File: src/rtl/lcd_pattern_sequencer_pkg.sv
// Shared definitions for the LCD test-pattern sequencer: panel geometry,
// colour widths, pattern codes and sequencer state encodings.
package lcd_pattern_sequencer_pkg;

    localparam int H_ACTIVE = 480;
    localparam int V_ACTIVE = 272;

    localparam int X_W   = 9;
    localparam int Y_W   = 9;
    localparam int R_W   = 5;
    localparam int G_W   = 6;
    localparam int B_W   = 5;
    localparam int PAT_W = 3;

    localparam logic [PAT_W-1:0] PAT_RED   = 3'd0;
    localparam logic [PAT_W-1:0] PAT_GREEN = 3'd1;
    localparam logic [PAT_W-1:0] PAT_BLUE  = 3'd2;
    localparam logic [PAT_W-1:0] PAT_WHITE = 3'd3;
    localparam logic [PAT_W-1:0] PAT_BARS  = 3'd4;
    localparam logic [PAT_W-1:0] PAT_CHECK = 3'd5;

    typedef enum logic [1:0] {
        ST_IDLE  = 2'd0,
        ST_BLANK = 2'd1,
        ST_RUN   = 2'd2,
        ST_HOLD  = 2'd3
    } seq_state_e;

    typedef struct packed {
        logic [R_W-1:0] r;
        logic [G_W-1:0] g;
        logic [B_W-1:0] b;
    } rgb_t;

    // Pattern index after an advance, wrapping the last pattern back to 0.
    function automatic logic [PAT_W-1:0] next_pattern(input logic [PAT_W-1:0] cur,
                                                      input int num);
        return (int'(cur) >= num - 1) ? '0 : cur + 3'd1;
    endfunction

endpackage

File: src/rtl/lcd_pattern_gen.sv
// Combinational colour lookup: maps the current pattern and pixel position
// to a full-scale RGB565 value.
module lcd_pattern_gen
    import lcd_pattern_sequencer_pkg::*;
(
    input  logic [PAT_W-1:0] i_pattern,
    input  logic [X_W-1:0]   i_x,
    input  logic [Y_W-1:0]   i_y,
    output logic [R_W-1:0]   o_r,
    output logic [G_W-1:0]   o_g,
    output logic [B_W-1:0]   o_b
);

    logic [2:0] bar;
    logic       check_white;
    logic       unused_xy;

    // Eight 64-pixel bars; 16-pixel checker squares.
    assign bar         = i_x[8:6];
    assign check_white = i_x[4] ^ i_y[4];
    assign unused_xy   = ^{i_x[5], i_x[3:0], i_y[8:5], i_y[3:0]};

    always_comb begin
        o_r = '0;
        o_g = '0;
        o_b = '0;
        case (i_pattern)
            PAT_RED:   o_r = '1;
            PAT_GREEN: o_g = '1;
            PAT_BLUE:  o_b = '1;
            PAT_WHITE: begin
                o_r = '1;
                o_g = '1;
                o_b = '1;
            end
            PAT_BARS: begin
                o_r = {R_W{bar[2]}};
                o_g = {G_W{bar[1]}};
                o_b = {B_W{bar[0]}};
            end
            PAT_CHECK: begin
                if (check_white) begin
                    o_r = '1;
                    o_g = '1;
                    o_b = '1;
                end
            end
            default: ;
        endcase
    end

endmodule

File: src/rtl/lcd_pattern_sequencer.sv
// Frame-level LCD test-pattern controller: power-up blanking, automatic and
// manual pattern stepping, and the registered DEN/RGB panel outputs.
module lcd_pattern_sequencer
    import lcd_pattern_sequencer_pkg::*;
#(
    parameter int BLANK_FRAMES       = 2,
    parameter int FRAMES_PER_PATTERN = 60,
    parameter int NUM_PATTERNS       = 6
) (
    input  logic             i_clk,
    input  logic             i_rst,
    input  logic             i_hde,
    input  logic             i_vde,
    input  logic [X_W-1:0]   i_x,
    input  logic [Y_W-1:0]   i_y,
    input  logic             i_hold,
    input  logic             i_next,
    output logic             o_den,
    output logic [R_W-1:0]   o_r,
    output logic [G_W-1:0]   o_g,
    output logic [B_W-1:0]   o_b,
    output logic [PAT_W-1:0] o_pattern,
    output logic             o_frame_tick
);

    localparam int CNT_W = (FRAMES_PER_PATTERN > 1) ? $clog2(FRAMES_PER_PATTERN) : 1;
    localparam int BLK_W = (BLANK_FRAMES > 1) ? $clog2(BLANK_FRAMES) : 1;

    seq_state_e       state_q, state_d;
    logic             vde_q, vde_d;
    logic             tick_q, tick_d;
    logic             pending_q, pending_d;
    logic [CNT_W-1:0] frame_cnt_q, frame_cnt_d;
    logic [BLK_W-1:0] blank_cnt_q, blank_cnt_d;
    logic [PAT_W-1:0] pattern_q, pattern_d;
    logic             den_q, den_d;
    rgb_t             pix_q, pix_d;

    logic             show_en;
    logic             auto_en;
    logic             blank_en;
    logic             blank_last;
    logic             frame_cnt_last;
    logic             advance;
    rgb_t             gen_pix;

    lcd_pattern_gen u_gen (
        .i_pattern (pattern_q),
        .i_x       (i_x),
        .i_y       (i_y),
        .o_r       (gen_pix.r),
        .o_g       (gen_pix.g),
        .o_b       (gen_pix.b)
    );

    assign blank_last     = (blank_cnt_q == BLK_W'(BLANK_FRAMES - 1));
    assign frame_cnt_last = (frame_cnt_q == CNT_W'(FRAMES_PER_PATTERN - 1));

    always_ff @(posedge i_clk) begin
        if (i_rst) begin
            state_q <= ST_IDLE;
        end else begin
            state_q <= state_d;
        end
    end

    always_comb begin
        state_d = state_q;
        case (state_q)
            ST_IDLE: begin
                if (tick_q) begin
                    state_d = (BLANK_FRAMES == 0) ? ST_RUN : ST_BLANK;
                end
            end
            ST_BLANK: begin
                if (tick_q && blank_last) begin
                    state_d = ST_RUN;
                end
            end
            ST_RUN: begin
                if (i_hold) begin
                    state_d = ST_HOLD;
                end
            end
            ST_HOLD: begin
                if (!i_hold) begin
                    state_d = ST_RUN;
                end
            end
            default: state_d = ST_IDLE;
        endcase
    end

    always_comb begin
        show_en  = 1'b0;
        auto_en  = 1'b0;
        blank_en = 1'b0;
        case (state_q)
            ST_BLANK: blank_en = 1'b1;
            ST_RUN: begin
                show_en = 1'b1;
                auto_en = 1'b1;
            end
            ST_HOLD: show_en = 1'b1;
            default: ;
        endcase
    end

    // All pattern and counter updates happen on the registered frame tick, which
    // falls in vertical blanking, so the index never moves inside an active frame.
    always_comb begin
        vde_d       = i_vde;
        tick_d      = vde_q & ~i_vde;
        blank_cnt_d = blank_cnt_q;
        frame_cnt_d = frame_cnt_q;
        pattern_d   = pattern_q;
        advance     = 1'b0;

        if (state_q == ST_IDLE) begin
            blank_cnt_d = '0;
        end

        if (tick_q) begin
            if (blank_en) begin
                blank_cnt_d = blank_cnt_q + 1'b1;
            end
            if (show_en && pending_q) begin
                advance     = 1'b1;
                frame_cnt_d = '0;
            end else if (auto_en) begin
                if (frame_cnt_last) begin
                    advance     = 1'b1;
                    frame_cnt_d = '0;
                end else begin
                    frame_cnt_d = frame_cnt_q + 1'b1;
                end
            end
        end

        // A request arriving on the tick cycle itself survives to the next tick.
        pending_d = i_next | (pending_q & ~(tick_q & show_en));

        if (advance) begin
            pattern_d = next_pattern(pattern_q, NUM_PATTERNS);
        end

        den_d = show_en & i_hde & i_vde;
        pix_d = den_d ? gen_pix : '0;
    end

    always_ff @(posedge i_clk) begin
        if (i_rst) begin
            vde_q       <= 1'b0;
            tick_q      <= 1'b0;
            pending_q   <= 1'b0;
            frame_cnt_q <= '0;
            blank_cnt_q <= '0;
            pattern_q   <= '0;
            den_q       <= 1'b0;
            pix_q       <= '0;
        end else begin
            vde_q       <= vde_d;
            tick_q      <= tick_d;
            pending_q   <= pending_d;
            frame_cnt_q <= frame_cnt_d;
            blank_cnt_q <= blank_cnt_d;
            pattern_q   <= pattern_d;
            den_q       <= den_d;
            pix_q       <= pix_d;
        end
    end

    assign o_den        = den_q;
    assign o_r          = pix_q.r;
    assign o_g          = pix_q.g;
    assign o_b          = pix_q.b;
    assign o_pattern    = pattern_q;
    assign o_frame_tick = tick_q;

endmodule
File: config.mk
export PLATFORM = sky130hd
export DESIGN_NAME = lcd_pattern_sequencer
export DESIGN_NICKNAME = d
export VERILOG_FILES = /design/src/rtl/lcd_pattern_sequencer_pkg.sv /design/src/rtl/lcd_pattern_gen.sv /design/src/rtl/lcd_pattern_sequencer.sv
export SDC_FILE = /design/constraint.sdc
export NUM_CORES = 1
export LEC_CHECK = 0
export CAP_MARGIN = 10
export CORE_MARGIN = 1
export CORE_UTILIZATION = 49
export DETAILED_ROUTE_END_ITERATION = 8
export PLACE_DENSITY_LB_ADDON = 0.2
export SETUP_SLACK_MARGIN = 0.05
export SYNTH_ARGS = -nofsm -noshare
export SYNTH_HDL_FRONTEND = slang
export SYNTH_HIERARCHICAL = 1
export SYNTH_SLANG_ARGS = --single-unit
File: constraint.sdc
create_clock -name i_clk -period 2.9 [get_ports i_clk]
set_input_delay 0.58 -clock i_clk [delete_from_list [all_inputs] [get_ports i_clk]]
set_output_delay 0.58 -clock i_clk [all_outputs]
set_load 0.005 [all_outputs]
# Word-level counts from Yosys, hierarchy flattened
# Cells that the tools add are included.
# op_classes
mux	24
order_cmp	1
n_bitwise	10
add_sub_neg	3
n_eq_ne	13
reduce_logical	12
# op_table
operator	n
$pmux W5 S3	2
$mux W6	4
$pmux W6 S3	1
$mux W1	10
$reduce_or A2 Y1	5
$mux W2	4
$ne A2 B2 Y1 const B	4
$pmux W2 S4	1
$add A6 B1 Y6 const B	1
$eq A3 B2 Y1 const B	2
$eq A3 B3 Y1 const B	2
$eq A6 B6 Y1 const B	1
$and A1 B1 Y1	5
$mux W5	1
$eq A2 B2 Y1 const B	2
$reduce_and A4 Y1	1
$add A3 B1 Y3 const B	1
$eq A3 B1 Y1 const B	1
$ge A3 B3 Y1 const B	1
$logic_not A3 Y1	1
$mux W3	1
$not A1 Y1	3
$eq A2 B1 Y1 const B	1
$logic_and A1 B1 Y1	2
other kinds (6)	6
# totals
elab_cells	74
out_inout_bits	21
input_bits	24
ff_bits	32

# Longest topological paths before layout
# Gate-level depths: netlist (run 1).
# depth
word_depth	7
mapped_depth	6
ltp_nobuf	6

# Modules after synthesis
# The synthesis (run 1) kept the hierarchy.
# by_module_without_submodules
module	seq_area_each_um2	area_each_um2	cells_per_inst	instances
lcd_pattern_sequencer	640.6	1158.6	117	1
lcd_pattern_gen	0.0	187.7	27	1

# Worst setup path before layout (run 1)
# Ideal clock, no wire load.
# synth_path
path_kind	register to register
from	register tick_q (netlist: o_frame_tick)
to	register pattern_q[1] (netlist: o_pattern[1])
required_ps	2829
path_stages_with_launch	6
n_path_buf	1
synth_period_minus_slack_ps	1536
setup_time_ps	71
slack_ps	1364
t_arrival_ps	1466
cell_sequence	dfxtp_1 nand2_4 or2_1 buf_6 or4_1 a21oi_1
# synth_between
elab_chain_cells	1
# synth_rtl
element	line_no	text
start: declaration	lcd_pattern_sequencer.sv:31	logic tick_q, tick_d;
start signal: assignment	lcd_pattern_sequencer.sv:163	tick_q <= tick_d;
$mux W1	lcd_pattern_sequencer.sv:123	if (tick_q) begin
end signal: assignment	lcd_pattern_sequencer.sv:167	pattern_q <= pattern_d;
end: declaration	lcd_pattern_sequencer.sv:35	logic [PAT_W-1:0] pattern_q, pattern_d;
# Every way passes these cells.
# A chain may end at the register's enable or synchronous reset.

# Worst setup path in the final report (run 1)
# layout_path
from	register pattern_q[1] (netlist: o_pattern[1])
to	output port o_pattern[1]
# layout_lines
element	line_no	text
end: declaration	lcd_pattern_sequencer.sv:22	output logic [PAT_W-1:0] o_pattern,
# No word-level cell between the ends.

==> flow_summary.yaml, run 1 <==
clocking:
  tritoncts_clock_tree: "done"
  post_cts_setup_inserts: 0
  clkSlewWorstSetupHoldPaths_ns: 0.10
  cts_buffer_depth: 2
  cts.root.buffer_cell: "sky130_fd_sc_hd__clkbuf_4"
  hold_buffers: 0
  cts_made_buffers: 5
  numClockSinks: 32
  cts_repair_resize_count: 0
  h-tree-depth: 2
  insertion_delay_ns: 0.33
synthesis:
  synth-seq-cells: 32
  post_synthesis_sequential_area_ratio_pct: 47.6
  synth.most_common_cell: "sky130_fd_sc_hd__dfxtp_1"
  number_of_synthesis_warnings: 6
  synth_top_flop_cell: "sky130_fd_sc_hd__dfxtp_1"
  yosys.area_share.xor_xnor_pct: 3.90
  synth_async_reset_ratio_pct: 0
  synth_compound_area_share_pct: 9.01
  netlist_top_cells_area: "sky130_fd_sc_hd__dfxtp_1, sky130_fd_sc_hd__and2_1, sky130_fd_sc_hd__buf_4"
  synthesis.area_um2: 1350
  postSynthCellCount: 144
  synth-simple-area-share_pct: 25.0
  biggest_area_consumer_among_synthesized_cells: "sky130_fd_sc_hd__dfxtp_1"
  yosys.area.top_type_share_pct: 47.6
  synth.avg_cell_area_um2: 9.35
  synthDistinctLibCells: 32
  number_of_enable_flip_flop_cells_after_synthesis: 0
  netlist_top_cells_count: "sky130_fd_sc_hd__dfxtp_1, sky130_fd_sc_hd__and2_1, sky130_fd_sc_hd__buf_4"
  yosys.area_share.adder_pct: 2.79
  synth_mux_area_share_pct: 0
  synth_top_family_by_area: "simple AND/OR/NAND/NOR gates"
  syn-num-nets: 171
floorplanning:
  initial_utilization_pct: 52.9
  floorplan.core_area_um2: 2540
  fp.dieW_um: 54.4
  die-area_um2: 2960
  dieHeight_um: 54.4
  rows: 18
  io-pin-count: 45
route:
  route.vias.total: 1000
  post-route-drc-count: 0
  drt-vias-per-instance: 5.10
  routed_wl_um: 2370
  detailedRoute.firstIterationViolations: 17
  avgRoutedWirePerCell_um: 12.1
  route.antenna.remaining_nets: 0
  drt_first_pass_iters: 4
job:
  max_cap_viol_count: 0
run_status:
  status: "completed"
final_layout:
  multi_input_comb_area_um2: 548
  num_antenna_cells: 0
  count_of_nets_after_finishing: 192
  post-route-cell-area_um2: 1630
  drive_above_1_share_pct: 8.43
  areaGrowthSynthToFinish_pct: 21.2
  num-fill-cells: 234
  layout.area.seq_um2: 641
power:
  power_switching_uw: 158
  clkPwrFrac_pct: 35.8
  p_sw_share_pct: 21.6
  cellInternalPower_uw: 573
  vdd.ir_drop.worst_mv: 0.368
  power.density_nw_per_um2: 448
  finalPower_uw: 732
  combinationalPowerShare_pct: 3.5
  seqPwrFrac_pct: 60.7
  leakagePower_uw: 0.000619
setup_path:
  timing.critical_path.cells: "clkdlybuf4s50_1"
  timing.critical_path.fanout_max: 10
  criticalPathCategory: "reg -> out"
  cp-start-kind: "flop"
  crit_path_top_delay_cell: "sky130_fd_sc_hd__clkdlybuf4s50_1"
  critical_path_arrival_ns: 1.48
  kind_of_end_point_of_the_critical_path: "primary output"
  max_stage_delay_ns: 0.58
  worst_path_dominant_cell_family: "buffers and inverters"
  path_buf_inv: 1
  required_ns: 2.32
global_routing:
  grt_start_max_net_pins: 18
  grt_pass1_wl_um: 3880
  antenna_found_initial: 0
  grt.met2_usage_pct: 31.7
  global_route.usage.met3_pct: 8.33
  gr-usage-all-layers_pct: 19.4
  grt_pass1_vias: 907
  grt-ovfl-total: 0
  grt-busiest-layer: "met2"
  met1_usage_pct: 21.2
place:
  hpwl_um: 1710
  detailedPlace.worstSlack_ns: 1.01
  gp_congestion: 0.811
  port-buffer-count: 31
  instance_area_at_placement_um2: 1570
worst_hold_path:
  hold_class: "reg -> reg"
sta:
  count_of_final_hold_check_violations: 0
  tightest_slew_ns: 0.513
  setup_total_negative_slack_ns: 0
  maxSlewViolCount: 0
  slew_headroom_pct: 65.8
  highest_clock_rate_mhz: 486
  setup_viol: 0
  grt_setup_unrepaired: "no"
  finalCritPeriodShare_pct: 70.9
  finalCriticalPeriod_ns: 2.06
  setup_ws_ns: 0.843
  maximum_clock_skew_at_final_layout_ns: 0.0113
## flip-flops by register name, summed over array words and instances (netlist names)
| name | count |
|---|---|
| blank_cnt_q | 1 |
| o_g | 6 |
| o_b | 5 |
| vde_q | 1 |
| o_den | 1 |
| frame_cnt_q | 6 |
| o_frame_tick | 1 |
| o_pattern | 3 |
| state_q | 2 |
| o_r | 5 |
| pending_q | 1 |
## layout by cell type (no fill, tap or decap), types with 5 or more instances in the layout
| cell | count |
|---|---|
| sky130_fd_sc_hd__inv_1 | 7 |
| sky130_fd_sc_hd__nand3_1 | 5 |
| sky130_fd_sc_hd__nand2_1 | 5 |
| sky130_fd_sc_hd__clkbuf_4 | 5 |
| sky130_fd_sc_hd__nor2_1 | 9 |
| sky130_fd_sc_hd__and2_1 | 16 |
| sky130_fd_sc_hd__nor3_1 | 8 |
| sky130_fd_sc_hd__clkdlybuf4s50_1 | 31 |
| sky130_fd_sc_hd__a21oi_1 | 7 |
| sky130_fd_sc_hd__o21ai_0 | 5 |
| sky130_fd_sc_hd__dfxtp_1 | 32 |
## final timing paths
kind	startpoint	end	slack, ns	depth (start not counted)
setup reg to reg	frame_cnt_q[0]	o_pattern[2]	1.14	5
setup / recovery	o_pattern[1]	o_pattern[1]	0.84	1
hold / removal	vde_q	o_frame_tick	0.47	1
hold reg to reg	vde_q	o_frame_tick	0.47	1
## cells by family after synthesis
kind of cell	after synthesis
fa+ha+maj	3
flops	32
compound gates	19
simple gates	59
xor+xnor	6
buf+inv	25
## routing by layer
| layer | part of all wire [%] | wire length (um) | vias up |
|---|---|---|---|
| li1 | - | - | 513 |
| met2 | 51 | 1220 | 30 |
| met3 | 5.2 | 122 | 7 |
| met5 | 0 | 0 | - |
| met1 | 41 | 977 | 450 |
| met4 | 2.0 | 48 | 0 |
## metrics by stage
stage / instances / util [%] / hold WS (ns)
after global placement: 188 / 61.7 / 0.449
after CTS: 196 / 64.1 / 0.474
final: 196 / 64.1 / 0.472
after floorplan: 144 / - / 0.439
after global routing: 196 / 64.1 / 0.488
after detailed placement: 188 / 61.7 / 0.452
## power by group through the flow
| stage | sequential [uW] | clock (uW) | combinational [uW] |
|---|---|---|---|
| 2_1_floorplan | 454 | 0 | 7.79 |
| 3_3_place_gp | 454 | 0 | 25.0 |
| 3_5_place_dp | 454 | 0 | 25.5 |
| 4_1_cts | 444 | 275 | 25.5 |
| 5_1_grt | 445 | 295 | 27.6 |
| 6_report | 444 | 262 | 25.3 |
## area by class of cell
cell class | instances | share of cell area (%)
inverter | 7 | 1.61
sequential | 32 | 39.3
clock inverter | 2 | 0.613
multi-input combinational | 87 | 33.6
timing repair buffer | 32 | 19.5
clock buffer | 6 | 3.14
tap | 30 | 2.30
(Power assumes the default switching activity.)
==> inputs of run 2 (changes only) <==
CORE_UTILIZATION = 41   (was 49)
clock period = 1.7 ns   (was 2.9 ns; I/O delays follow)
==> flow_summary.yaml, run 2 (same netlist as run 1, synthesis figures left out) <==
setup_path:
  worst-r2r-setup-slack_ns: 0.11
  regToRegEndpoint: "o_pattern[0]"
  required_ns: 1.96
  kind_of_end_point_of_the_critical_path: "flop"
  cp-start-kind: "flop"
  path_buf_inv: 0
  critical_path_arrival_ns: 1.85
  crit_cells: 5
  timing.critical_path.fanout_max: 6
  worst_path_dominant_cell_family: "simple AND/OR/NAND/NOR gates"
  crit-reg2reg-launch: "frame_cnt_q[1]"
  timing.critical_path.cells: "ha_1, and3_4, a32oi_4, or4_1, a21oi_1"
  max_stage_delay_ns: 0.48
  criticalPathCategory: "reg -> reg"
  crit_path_top_delay_cell: "sky130_fd_sc_hd__or4_1"
  reg2reg_depth: 5
power:
  finalPower_uw: 1250
  leakagePower_uw: 0.000681
  vdd.ir_drop.worst_mv: 0.383
  power.density_nw_per_um2: 716
place:
  detailedPlace.worstSlack_ns: 0.0143
  port-buffer-count: 31
  placed_cells: 208
  instance_area_at_placement_um2: 1630
  hpwl_um: 1770
  gp_congestion: 0.830
floorplanning:
  io-pin-count: 45
  initial_utilization_pct: 43.7
  dieHeight_um: 59.3
  rows: 20
  fp.dieW_um: 59.3
  floorplan.core_area_um2: 3080
  die-area_um2: 3520
global_routing:
  grt_pass1_vias: 1026
  grt_pass1_wl_um: 4110
  grt-ovfl-total: 0
  gr-usage-all-layers_pct: 16.0
  antenna_found_initial: 0
  grt_start_max_net_pins: 18
sta:
  setup_viol: 0
  setup_ws_ns: 0.110
  highest_clock_rate_mhz: 629
  finalCritPeriodShare_pct: 93.6
  count_of_final_hold_check_violations: 0
  setup_total_negative_slack_ns: 0
  grt_setup_unrepaired: "yes"
  finalCriticalPeriod_ns: 1.59
  maximum_clock_skew_at_final_layout_ns: 0.0119
  maxSlewViolCount: 0
  slew_headroom_pct: 73.5
  tightest_slew_ns: 0.396
route:
  routed_wl_um: 2460
  drt_first_pass_iters: 4
  post-route-drc-count: 0
  detailedRoute.firstIterationViolations: 12
  route.antenna.remaining_nets: 0
  avgRoutedWirePerCell_um: 11.3
  drt-vias-per-instance: 4.77
  route.vias.total: 1039
clocking:
  insertion_delay_ns: 0.33
  tritoncts_clock_tree: "done"
  cts_buffer_depth: 2
  cts.root.buffer_cell: "sky130_fd_sc_hd__clkbuf_4"
  cts_made_buffers: 5
  clkSlewWorstSetupHoldPaths_ns: 0.10
  h-tree-depth: 2
  numClockSinks: 32
worst_hold_path:
  timing.hold.worst.start: "vde_q"
  whs_endpoint: "o_frame_tick"
  hold_depth: 1
  hold_class: "reg -> reg"
final_layout:
  areaGrowthSynthToFinish_pct: 29.9
  num-fill-cells: 287
  most_common_cell_after_layout_fill_and_taps_aside: "sky130_fd_sc_hd__clkdlybuf4s50_1"
  count_of_nets_after_finishing: 200
  num_antenna_cells: 0
  post-route-cell-area_um2: 1750
  drive_above_1_share_pct: 16.7
  most_used_cells_in_the_layout_excluding_fill_and_tap_cells: "sky130_fd_sc_hd__clkdlybuf4s50_1, sky130_fd_sc_hd__dfxtp_1, sky130_fd_sc_hd__and2_1"
  stdcell_count: 218
run_status:
  status: "completed"
job:
  max_cap_viol_count: 0
==> run 2: cell types whose count changed in the layout (fill, tap and decap cells not counted), moves of 2 or more <==
cell / previous run / this run
sky130_fd_sc_hd__dfxtp_1: 32 / 27
sky130_fd_sc_hd__dfxtp_2: 0 / 5
sky130_fd_sc_hd__clkbuf_1: 0 / 2
sky130_fd_sc_hd__clkinv_2: 2 / 0
sky130_fd_sc_hd__buf_4: 1 / 8
sky130_fd_sc_hd__clkdlybuf4s50_1: 31 / 29
==> run 2: worst max path at each step <==
stage | from | to | slack, ns
final | frame_cnt_q[1] | o_pattern[0] | 0.11
after global routing | frame_cnt_q[0] | o_pattern[2] | 0.04
after CTS | frame_cnt_q[0] | o_pattern[2] | 0.05
after detailed placement | frame_cnt_q[0] | o_pattern[2] | 0.01
after global placement | i_x[4] | o_g[3] | 0.08
after floorplan | o_frame_tick | o_pattern[1] | 0.16
==> run 2: metal layers <==
metal | part of all wire, % | GRT usage, % | vias to the layer above
met5 | 0 | 0 | -
met2 | 51 | 29.5 | 26
met4 | 2.4 | 8.84 | 0
met1 | 42 | 15.4 | 477
li1 | - | - | 530
met3 | 4.4 | 5.24 | 6
==> run 2: layout make-up <==
cell class                 instances  area, um^2  area share, %
clock buffer                       8        58.8           3.36
tap                               44        55.1           3.15
sequential                        32         647           37.0
inverter                           7        26.3           1.50
timing repair buffer              40         383           21.9
multi-input combinational         87         579           33.1
==> run 2: metrics by stage <==
step	hold WS [ns]	util, %
2_1_floorplan	0.412	-
3_3_place_gp	0.456	53.0
5_1_grt	0.492	56.8
3_5_place_dp	0.458	53.0
4_1_cts	0.480	55.7
6_report	0.470	56.8
==> run 2: worst reg2reg max path: stages, from the launching register on <==
cell                      delay (ns)
sky130_fd_sc_hd__dfxtp_2        0.35
sky130_fd_sc_hd__ha_1           0.17
sky130_fd_sc_hd__and3_4         0.21
sky130_fd_sc_hd__a32oi_4        0.14
sky130_fd_sc_hd__or4_1          0.48
sky130_fd_sc_hd__a21oi_1        0.16
==> run 2: timing repair <==
action / CTS / global route
resized for setup: 7 / 6
cloned: 0 / 0
endpoints found under the setup margin: 6 / 5
hold buffers: 0 / 0
buffers inserted: 1 / 1
==> run 2: where the power goes <==
group	total [uW]	internal [uW]	switching [uW]
registers	756	753	2.26
logic	51.9	31.7	20.2
clock network	446	204	242
